--- src/rtl/jk_cmd_sequencer.sv ---
// jk_cmd_sequencer: queues JK commands (op + repeat count) in a small FIFO and replays
// each one on registered j/k outputs. It also tracks the predicted Q of the downstream flop.
module jk_cmd_sequencer #(
  parameter int DEPTH = 4,
  parameter int CNT_W = 4
) (
  input  logic             clk,
  input  logic             rst,
  input  logic             in_valid,
  output logic             in_ready,
  input  logic [1:0]       in_op,
  input  logic [CNT_W-1:0] in_cnt,
  output logic             j,
  output logic             k,
  output logic             q_model,
  output logic             done,
  output logic             busy
);

  localparam int          AW       = $clog2(DEPTH);
  localparam logic [AW:0] FULL_CNT = (AW + 1)'(DEPTH);

  typedef struct packed {
    logic [1:0]       op;
    logic [CNT_W-1:0] cnt;
  } cmd_t;

  typedef enum logic {IDLE, RUN} state_t;

  cmd_t          mem [DEPTH];
  logic [AW-1:0] wr_ptr, rd_ptr;
  logic [AW:0]   count;
  logic          ready_en;
  logic          push, pop, empty, full;
  cmd_t          head;

  state_t           state, state_next;
  logic [CNT_W-1:0] remaining, rem_next;
  logic [1:0]       jk_next;
  logic             done_next;

  assign empty    = (count == '0);
  assign full     = (count == FULL_CNT);
  assign in_ready = ready_en && !full;
  assign push     = in_valid && in_ready;
  assign head     = mem[rd_ptr];
  assign busy     = (state == RUN) || !empty;

  // NOTE: the storage array has no reset; pointers and count alone say which entries are valid.
  always_ff @(posedge clk) begin
    if (push) mem[wr_ptr] <= '{op: in_op, cnt: in_cnt};
  end

  // ready_en holds in_ready low until the first edge after reset is released.
  always_ff @(posedge clk or negedge rst) begin
    if (!rst) begin
      wr_ptr   <= '0;
      rd_ptr   <= '0;
      count    <= '0;
      ready_en <= 1'b0;
    end else begin
      ready_en <= 1'b1;
      if (push) wr_ptr <= wr_ptr + 1'b1;
      if (pop)  rd_ptr <= rd_ptr + 1'b1;
      case ({push, pop})
        2'b10:   count <= count + 1'b1;
        2'b01:   count <= count - 1'b1;
        default: ;
      endcase
    end
  end

  // NOTE: every combinational output gets a default first, so no path leaves it unassigned (no latch).
  always_comb begin
    state_next = state;
    rem_next   = remaining;
    jk_next    = 2'b00;
    done_next  = 1'b0;
    pop        = 1'b0;
    if (state == RUN && remaining != CNT_W'(1)) begin
      rem_next  = remaining - CNT_W'(1);
      jk_next   = {j, k};
      done_next = (remaining == CNT_W'(2));
    end else begin
      // Idle, or the last cycle of a command: issue the head with no bubble.
      state_next = IDLE;
      if (!empty) begin
        pop      = 1'b1;
        rem_next = head.cnt;
        if (head.cnt == '0) begin
          done_next = 1'b1;
        end else begin
          state_next = RUN;
          jk_next    = head.op;
          done_next  = (head.cnt == CNT_W'(1));
        end
      end
    end
  end

  always_ff @(posedge clk or negedge rst) begin
    if (!rst) begin
      state     <= IDLE;
      remaining <= '0;
      j         <= 1'b0;
      k         <= 1'b0;
      done      <= 1'b0;
      q_model   <= 1'b0;
    end else begin
      state     <= state_next;
      remaining <= rem_next;
      {j, k}    <= jk_next;
      done      <= done_next;
      case ({j, k})
        2'b01:   q_model <= 1'b0;
        2'b10:   q_model <= 1'b1;
        2'b11:   q_model <= ~q_model;
        default: ;
      endcase
    end
  end

endmodule

--- config.mk ---
export PLATFORM = sky130hd
export DESIGN_NAME = jk_cmd_sequencer
export DESIGN_NICKNAME = d
export VERILOG_FILES = /design/src/rtl/jk_cmd_sequencer.sv
export SDC_FILE = /design/constraint.sdc
export NUM_CORES = 1
export LEC_CHECK = 0
export ABC_AREA = 1
export CORE_ASPECT_RATIO = 0.6
export CORE_MARGIN = 5
export CORE_UTILIZATION = 35
export CTS_CLUSTER_SIZE = 25
export DETAILED_ROUTE_END_ITERATION = 12
export PLACE_DENSITY_LB_ADDON = 0.1
export SLEW_MARGIN = 20
export SYNTH_ARGS = -nofsm -noshare
export SYNTH_HDL_FRONTEND = slang
export SYNTH_SLANG_ARGS = --single-unit
--- constraint.sdc ---
create_clock -name clk -period 3.65 [get_ports clk]
set_input_delay 0.9125 -clock clk [delete_from_list [all_inputs] [get_ports clk]]
set_output_delay 0.9125 -clock clk [all_outputs]
set_load 0.1 [all_outputs]
### Yosys cells after proc, flatten, opt, wreduce, memory -nomap -nowiden

Memory sizes are Yosys's and may differ from the RTL's.
Index checks and enable logic that the tools add are counted.

| storage, ports and cells | value |
|---|---|
| bits in registers | 17 |
| memory bits (writable) | 24 |
| bits of input ports | 9 |
| output and inout port bits | 6 |
| word-level logic and storage cells | 52 |
| memories | 1 |

| operators by class | value |
|---|---|
| add/sub/neg operators | 5 |
| equal/unequal tests | 10 |
| multiplexer cells | 15 |
| bitwise gates (word level) | 1 |
| reduce and logical (&&, ||, !) cells | 10 |

Memory list:

| memory | words | bits a word | rd ports | clocked after memory_dff | write ports | line | RTL |
|---|---|---|---|---|---|---|---|
| mem | 4 | 6 | 1 | 0 | 1 | 30 | `cmd_t mem [DEPTH];` |

Operators by type and width:

| cell | number |
|---|---|
| 2-to-1 mux 1 bit | 9 |
| 2-to-1 mux 4 bit | 2 |
| equality test 2 bit (second input constant) | 3 |
| case mux 3 bit (2 select lines) | 1 |
| adder 2 x 1 -> 2 bit (second input constant) | 2 |
| equality test 2 x 1 -> 1 bit (second input constant) | 2 |
| equality test 4 x 1 -> 1 bit (second input constant) | 1 |
| equality test 4 x 2 -> 1 bit (second input constant) | 1 |
| logical NOT 4 bit | 1 |
| 2-to-1 mux 2 bit | 2 |
| inequality test 4 x 1 -> 1 bit (second input constant) | 1 |
| subtractor 4 x 1 -> 4 bit (second input constant) | 1 |
| adder 3 x 1 -> 3 bit (second input constant) | 1 |
| equality test 3 bit (second input constant) | 1 |
| logical AND 1 bit | 3 |
| logical NOT 3 bit | 1 |
| case mux 1 bit (3 select lines) | 1 |
| nonzero test 3 bit | 1 |
| subtractor 3 x 1 -> 3 bit (second input constant) | 1 |
| logical NOT 1 bit | 2 |
| inequality test 2 x 1 -> 1 bit (second input constant) | 1 |
| nonzero test 2 bit | 1 |
| logical OR 1 bit | 1 |
| NOT 1 bit | 1 |

### Longest topological paths before layout

Gate-level depths: netlist (run 1).

| depth | value |
|---|---|
| depth in word-level cells | 6 |
| mapped depth | 11 |
| depth with buffers taken out | 11 |

### Least setup slack after synthesis (run 1)

OpenSTA, ideal clock, no wires.

| timing | value |
|---|---|
| kind | register to register |
| start point | register count[1] |
| end point | register count[2] |
| setup time | 131 ps |
| data arrival time | 3818 ps |
| data required time | 3519 ps |
| setup slack | -299 ps |
| stages on the path, launching flop included | 9 |
| path buffers | 0 |
| clock period less this slack | 3949 ps |
| path through | dfrtp_1 > inv_1 > a31oi_1 > nand2_1 > ha_1 > fa_1 > a21oi_1 > o21ai_0 > xor2_1 |

| on the way | value |
|---|---|
| word-level cells in the longest chain between the ends | 6 |
| elaborated cells between the ends (all ways) | 13 |
| those cells by class | 2 x add/sub; 3 x eq/ne; 3 x mux; 5 x reduce/logical |

Ends and longest elaborated chain:

| what | line | RTL |
|---|---|---|
| start, declared | 32 | `logic [AW:0] count;` |
| start signal, assigned | 66 | `2'b10: count <= count + 1'b1;` |
| start signal, assigned | 67 | `2'b01: count <= count - 1'b1;` |
| equality test 3 bit * | 43 | `assign full = (count == FULL_CNT);` |
| logical NOT 1 bit * | 44 | `assign in_ready = ready_en && !full;` |
| logical AND 1 bit * | 44 |  |
| net in_ready | 10 | `output logic in_ready,` |
| logical AND 1 bit * | 45 | `assign push = in_valid && in_ready;` |
| equality test 2 x 1 -> 1 bit / equality test 2 bit (equally long branches) | 65 | `case ({push, pop})` |
| case mux 3 bit (2 select lines) / nonzero test 2 bit (equally long branches) | - |  |

The timed path passes the listed nets; every way through them passes the cells marked *.
A chain may end at the register's enable or synchronous reset.

### Worst setup path after layout (run 1)

| timing | value |
|---|---|
| start point | register done |
| end point | output done |

RTL lines:

| what | line | RTL |
|---|---|---|
| start, declared | 16 | `output logic done,` |
| start signal, assigned | 113 | `done <= done_next;` |

No word-level cell between the ends.

==> results.ini, run 1 <==
[clock_tree]
clock_sinks=41
numCtsBuffers=5
cts_setup_buffers=0
htreeDepth=2
cts_root_buf=clkbuf_8
hold_buffers=0
cts_tree=done
path_clk_slew_ns=0.07
clk_latency_ns=0.29
max-clock-path-buffers=2
postCtsResizedCells=0

[routing]
routed_via_density=4.59
wire_per_inst_um=13.8
drt_wl_total_um=3490
dr.pass1.iters=4
ant_nets=0
drt_iter0_drc=50
vias=1161
drc=0

[final_layout]
antenna_cells=0
area_delta_synth_final_pct=14.6
layout_common_cells=34 x nand2_1, 24 x edfxtp_1, 17 x dfrtp_1, 15 x nand3_1, 15 x nor2_1
fin_nets=204
final_common_cell=nand2_1
fin_util=0.416
fillers=493
drive_gt1_frac=0.150

[place]
numPortBuffers=14
place_congestion=0.746
dp_hpwl_um=2650

[yosys]
synth_top_family_by_area=simple AND/OR/NAND/NOR gates
synth_xor_area_frac=0.0190
syn_area_sq_mm=0.00185
syn_inst=168
syn-num-nets=186
synth_mux_area_frac=0
avgSynthCellArea_sq_um=11.0
yosysSeqAreaShare=0.621
yosysWarnings=0
synthDistinctLibCells=26
synth-seq-cells=41
yosys.area_share.adder=0.0651
synth-simple-area-share=0.180
synth-compound-area-share=0.0583

[setup_path]
arrival_ns=1.72
crit_cells=1
cp_top_family=buffers and inverters
ff2ff_path_depth=11
cp.required_ns=2.74
max_stage_delay_ns=1.12
path_buf_inv=1
crit_type=register to output pin
critPathSlowestCell=clkdlybuf4s50_1
path_cells=clkdlybuf4s50_1
worstPathMaxFanout=1
setup.worst_path.start=done$_DFF_PN0_
critPathCaptureType=output pin
r2r_start=remaining[1]$_DFFE_PN0P_
r2r_slack_ns=1.36
r2r_end=count[2]$_DFFE_PN0P_
crit_path_start_kind=register

[timing]
skew_ns=0.00866
clock.fmax_mhz=379
setup_tns_ns=0
tightest_slew_ns=0.960
whs_ns=0.482
hold_violations=0
report.final.slew_viol_count=0
slew_headroom=0.358
period_share=0.722
report.final.setup_viol=0
rsz0062_at_grt=no
fin_crit_ns=2.64

[status]
status=finished clean

[grt]
grt_max_degree=18
grt_util_all_layers=0.110
grt_pass1_wl_um=5800
grt_overflow=0
grt_pass1_vias=1146
antenna_found_initial=0

[min_path]
hold_path.class=register to register
hp-start=q_model$_DFFE_PN0P_
min_path_cells=1
hold_end=q_model$_DFFE_PN0P_

[floorplanning]
die_y_um=66.2
initial_core_util=0.363
core_sq_mm=0.00508
die_w_um=104
io-pin-count=15
die-area_sq_mm=0.00687
fp-row-count=20

[power_and_ir_drop]
pwr_density_cell_mw_per_mm2=869
ir_drop_uv=320
leakagePower_nw=0.884

[job]
drv_cap=0

synthesized netlist by cell type, drive strengths merged:
master,number,area share
a21oi,5,0.016
a31oi,1,0.0034
buf,3,0.016
conb,1,0.0020
dfrtp,17,0.23
edfxtp,24,0.39
fa,1,0.011
ha,8,0.054
inv,18,0.038
nand2,38,0.083
nand3,18,0.057
nand4,1,0.0034
nor2,17,0.037
o211ai,4,0.016
o21ai,6,0.016
o22ai,2,0.0068
xnor2,1,0.0047
xor2,3,0.014
logic make-up (layout without fill, tap and decap cells):
logic type / after synthesis / in the layout
XOR/XNOR: 4 / 4
AO/OA/AOI/OAI: 18 / 18
buffers and inverters: 21 / 40
AND/OR/NAND/NOR: 74 / 74
other: 1 / 1
flip-flops: 41 / 41
adder cells (fa/ha/maj): 9 / 9
flip-flops by register name (all words and copies together) (netlist names):
signal     count
done           1
state          1
mem           24
j              1
k              1
wr_ptr         2
ready_en       1
count          3
rd_ptr         2
remaining      4
q_model        1
how the worst max path moves through the flow:
stage	end	slack, ns
floorplan	count[2]$_DFFE_PN0P_	0.58
global placement	count[2]$_DFFE_PN0P_	0.90
detailed placement	count[2]$_DFFE_PN0P_	0.81
CTS	done	0.99
global route	done	0.96
finish	done	1.01
layer usage:
| metal | global-route usage | wire (um) | up-vias |
|---|---|---|---|
| met1 | 0.158 | 1840 | 555 |
| met3 | 0.0341 | 114 | 2 |
| met4 | 0.0436 | 36 | 0 |
| met2 | 0.153 | 1490 | 14 |
| met5 | 0 | 0 | - |
| li1 | - | - | 590 |
layout make-up:
cell class / instances / area [sq um] / share of cell area
Clock inverter: 2 / 10.0 / 0.00473
Tap cell: 66 / 82.6 / 0.0391
Timing Repair Buffer: 14 / 128 / 0.0604
Sequential cell: 41 / 1150 / 0.542
Inverter: 18 / 70.1 / 0.0331
Clock buffer: 6 / 72.6 / 0.0343
Multi-Input combinational cell: 106 / 606 / 0.286
per-stage QoR:
| step | setup WS [ns] | total power (W) | instance area (sq um) | cells |
|---|---|---|---|---|
| 2_1_floorplan | 0.581 | 0.00139 | 1850 | 168 |
| 3_3_place_gp | 0.896 | 0.00156 | 2030 | 245 |
| 3_5_place_dp | 0.806 | 0.00158 | 2030 | 245 |
| 4_1_cts | 0.992 | 0.00186 | 2110 | 253 |
| 5_1_grt | 0.959 | 0.00199 | 2110 | 253 |
| 6_report | 1.01 | 0.00184 | 2110 | 253 |
where the power goes:
group | internal, W | total (W) | switching (W)
Sequential | 0.000616 | 0.000729 | 0.000114
Clock | 0.000133 | 0.000280 | 0.000148
Combinational | 0.000254 | 0.000829 | 0.000575
Total | 0.00100 | 0.00184 | 0.000837
Power figures use the tool's default switching activity.
==> run 2: changes to the inputs <==
==> constraint.sdc (replaced) <==
create_clock -name clk -period 2.3 [get_ports clk]
set_input_delay 0.575 -clock clk [delete_from_list [all_inputs] [get_ports clk]]
set_output_delay 0.575 -clock clk [all_outputs]
set_load 0.1 [all_outputs]
==> results.ini, run 2 (synthesis gave the netlist of run 1 again) <==
[grt]
busiest_layer=met1
grt_overflow=0
antenna_found_initial=0
use_met2=0.154
grt_util_all_layers=0.111
use_met1=0.161
grt_pass1_wl_um=5960
grt_pass1_vias=1202
grt.met3_usage=0.0371
grt_max_degree=18

[setup_path]
critPathCaptureType=register
crit_path_start_kind=register
worstPathMaxFanout=9
max_stage_delay_ns=0.40
critPathSlowestCell=dfrtp_1
path_common_cell=nand2_1
cp_top_family=adder cells
cp.required_ns=2.47
path_cells=inv_1 > ha_1 > nand2_1 > nand2_1 > nand2_2 > inv_4 > ha_4 > fa_2 > a21oi_1 > o21ai_1 > xor2_1
arrival_ns=2.27
path_buf_inv=2
crit_type=register to register

[final_layout]
antenna_cells=0
fin_nets=210
top_register=mem
fillers=472
largest_register_ffs=24
largestRegisters=mem: 24 flops, remaining: 4 flops, count: 3 flops
area_delta_synth_final_pct=20.1
layout_common_cells=33 x nand2_1, 24 x edfxtp_1, 17 x dfrtp_1, 15 x nand3_1, 15 x nor2_1
final-seq-area_sq_mm=0.00115
final_common_cell=nand2_1
finalNonFillerCells=259
multi_input_area_sq_um=637
drive_gt1_frac=0.207

[routing]
dr.pass1.iters=4
routed_via_density=4.68
drt_wl_total_um=3460
drt_iter0_drc=63
drc=0
vias=1212
ant_nets=0
wire_per_inst_um=13.4

[floorplanning]
die_w_um=104
core_sq_mm=0.00508
die-area_sq_mm=0.00687
io-pin-count=15
die_y_um=66.2
initial_core_util=0.363
fp-row-count=20

[timing]
hold_violations=0
report.final.setup_viol=0
period_share=0.911
report.final.slew_viol_count=0
rsz0062_at_grt=no
skew_ns=0.00786
clock.fmax_mhz=478
setup_tns_ns=0
fin_crit_ns=2.09

[place]
dp.cells=251
dp_hpwl_um=2540
place_congestion=0.704
numPortBuffers=14

[clock_tree]
path_clk_slew_ns=0.08
max-clock-path-buffers=2
hold_buffers=0
htreeDepth=2
clk_latency_ns=0.30
postCtsResizedCells=0
cts_root_buf=clkbuf_8
cts_tree=done
numCtsBuffers=5
clock_sinks=41
cts_setup_buffers=0

[status]
status=finished clean

[job]
drv_cap=0

[min_path]
hold_path.class=register to register

[power_and_ir_drop]
leakagePower_nw=0.931
ir_drop_uv=480
pwr_density_cell_mw_per_mm2=1360

[run 2: cell types whose count changed in the layout (fill, tap and decap cells not counted), sizes merged]
cell           change
clkdlybuf4s50      -1
buf                +7
clkbuf             -1
clkinvlp           +1
[run 2: power by group]
group	internal, W	switching (W)	leakage, nW	total, W
clock	0.000209	0.000252	0.0439	0.000461
sequential	0.000976	0.000143	0.417	0.00112
combinational	0.000465	0.000978	0.470	0.00144
[run 2: layout make-up]
cell class,instances,share of cell area
clock buffer,5,0.0310
clock inverter,3,0.00790
timing repair buffer,20,0.0880
sequential,41,0.517
tap,66,0.0372
multi-input combinational,106,0.287
inverter,18,0.0316
[run 2: per-layer routing]
layer / routed length (um) / share of wire
met1: 1790 / 0.52
met2: 1450 / 0.42
met3: 172 / 0.050
met4: 53 / 0.015
met5: 0 / 0
[run 2: path summary, 6_finish.rpt]
kind | startpoint | end | slack (ns) | cells past startpoint
min in group asynchronous | rst | remaining[2]$_DFFE_PN0P_ | 0.60 | 2
min reg2reg | k$_DFFE_PN0N_ | q_model$_DFFE_PN0P_ | 0.49 | 1
min | k$_DFFE_PN0N_ | q_model$_DFFE_PN0P_ | 0.49 | 1
max in group asynchronous | rst | k$_DFFE_PN0N_ | 1.50 | 2
max reg2reg | remaining[1]$_DFFE_PN0P_ | count[2]$_DFFE_PN0P_ | 0.21 | 11
max | remaining[1]$_DFFE_PN0P_ | count[2]$_DFFE_PN0P_ | 0.21 | 11
[run 2: worst register-to-register path: cells and delay by family (launching register included)]
family                   cells  cell delay, ns
AND/OR/NAND/NOR              3            0.32
flip-flops                   1            0.40
AO/OA/AOI/OAI                2            0.22
buffers and inverters        2            0.18
XOR/XNOR                     1            0.15
adder cells (fa/ha/maj)      3            0.72
[run 2: stage by stage]
stage	hold WS, ns	total power, W	util	setup slack [ns]	instance area, sq um
after floorplan	0.279	0.00225	-	0.00993	1880
after global placement	0.464	0.00256	0.419	0.142	2130
final	0.486	0.00302	0.436	0.206	2220
after global routing	0.532	0.00328	0.436	0.0387	2220
after CTS	0.487	0.00306	0.436	0.219	2220
after detailed placement	0.469	0.00259	0.419	0.123	2130
==> run 3: changes to the inputs <==
--- a/config.mk
+++ b/config.mk
@@ -7,10 +7,11 @@
 export LEC_CHECK = 0
 export ABC_AREA = 1
 export CORE_ASPECT_RATIO = 0.6
-export CORE_MARGIN = 5
+export CORE_MARGIN = 1.5
 export CORE_UTILIZATION = 35
 export CTS_CLUSTER_SIZE = 25
 export DETAILED_ROUTE_END_ITERATION = 12
+export HOLD_SLACK_MARGIN = 0.15
 export PLACE_DENSITY_LB_ADDON = 0.1
 export SLEW_MARGIN = 20
 export SYNTH_ARGS = -nofsm -noshare
==> results.ini, run 3 (synthesis gave the netlist of run 1 again) <==
[grt]
grt_max_degree=18
grt_overflow=0
grt_util_all_layers=0.138
antenna_found_initial=0
grt_pass1_vias=1243
grt_pass1_wl_um=6050

[final_layout]
final_common_cell=nand2_1
finalNonFillerCells=259
layout_common_cells=33 x nand2_1, 24 x edfxtp_1, 17 x dfrtp_1, 15 x nand3_1, 15 x nor2_1
fillers=482
area_delta_synth_final_pct=20.3
multi_input_area_sq_um=637
final-seq-area_sq_mm=0.00115
largest_register_ffs=24
antenna_cells=0
largestRegisters=mem: 24 flops, remaining: 4 flops, count: 3 flops
fin_nets=210
drive_gt1_frac=0.197
top_register=mem

[timing]
report.final.slew_viol_count=0
hold_violations=0
clock.fmax_mhz=480
setup_tns_ns=0
period_share=0.905
report.final.setup_viol=0
fin_crit_ns=2.08
rsz0062_at_grt=no
skew_ns=0.00738
fin_ws_ns=0.219

[floorplanning]
initial_core_util=0.363
die-area_sq_mm=0.00573
die_w_um=96.7
fp-row-count=20
core_sq_mm=0.00508
die_y_um=59.2
io-pin-count=15

[status]
status=finished clean

[power_and_ir_drop]
seq_power_share=0.372
p_int_w=0.00169
pwr_density_cell_mw_per_mm2=1360
leakagePower_nw=0.933
power_frac_comb=0.472
switching_share=0.443
ir_drop_uv=604
pwr-share-clk=0.157
p_sw_w=0.00134

[routing]
dr_wl_met3_um=132
dr.pass1.iters=4
drt_wl_total_um=3380
vias=1210
routed_via_density=4.67
drt_iter0_drc=66
wl_met1_um=1740
ant_nets=0
highest_layer=met4
drc=0
wire_per_inst_um=13.0
wl_met2_um=1470

[clock_tree]
cts_tree=done
htreeDepth=2
postCtsResizedCells=0
path_clk_slew_ns=0.08
clock_sinks=41
numCtsBuffers=5
clk_latency_ns=0.28
cts_setup_buffers=0
cts_root_buf=clkbuf_8
hold_buffers=0
max-clock-path-buffers=2

[setup_path]
crit_path_start_kind=register
arrival_ns=2.25
cp.required_ns=2.47
r2r_slack_ns=0.22
crit_type=register to register
worstPathMaxFanout=9
critPathCaptureType=register

[job]
drv_cap=0

[place]
place_congestion=0.747
numPortBuffers=14
dp_hpwl_um=2530
dpl_worst_slack_ns=0.0960
dp.cells=251

[min_path]
hold_path.class=register to register

-- run 3: stage by stage --
stage,hold WS (ns),instance area (sq um),power [W],utilization
after CTS,0.483,2220,0.00306,0.437
after detailed placement,0.465,2130,0.00258,0.419
after global placement,0.464,2130,0.00255,0.419
after floorplan,0.279,1880,0.00225,-
after global routing,0.518,2220,0.00329,0.437
final,0.473,2220,0.00303,0.437
-- run 3: power groups by stage --
stage                     clock (W)  sequential [W]  combinational, W
after detailed placement          0         0.00114           0.00144
after CTS                  0.000490         0.00113           0.00145
after global routing       0.000513         0.00116           0.00162
after global placement            0         0.00114           0.00142
after floorplan                   0         0.00134          0.000915
final                      0.000474         0.00112           0.00143
-- run 3: routing by layer --
metal  vias to the layer above  GRT usage
li1                        604          -
met1                       585      0.200
met2                        16      0.205
met3                         5     0.0377
met4                         0     0.0435
met5                         -          0
-- run 3: path summary, 6_finish.rpt --
kind                                               start              endpoint  cells after the start
worst max-delay path            remaining[1]$_DFFE_PN0P_  count[2]$_DFFE_PN0P_                     11
worst min-delay path                 q_model$_DFFE_PN0P_   q_model$_DFFE_PN0P_                      1
worst max register to register  remaining[1]$_DFFE_PN0P_  count[2]$_DFFE_PN0P_                     11
worst min register to register       q_model$_DFFE_PN0P_   q_model$_DFFE_PN0P_                      1
max in group asynchronous                            rst  count[1]$_DFFE_PN0P_                      2
min in group asynchronous                            rst        done$_DFF_PN0_                      2
-- run 3: final cells by class --
type	count	area share
clock buffer	8	0.0406
inverter	18	0.0315
multi-input combinational	106	0.287
sequential	41	0.516
tap	66	0.0372
timing repair buffer	20	0.0879
-- run 3: critical path, cell delays in order (launching register included) --
cell and delay [ns]:
dfrtp_1 0.40, inv_1 0.08, ha_1 0.21, nand2_1 0.07
nand2_1 0.08, nand2_2 0.15, inv_4 0.10, ha_4 0.18
fa_2 0.34, a21oi_1 0.12, o21ai_1 0.08, xor2_1 0.15
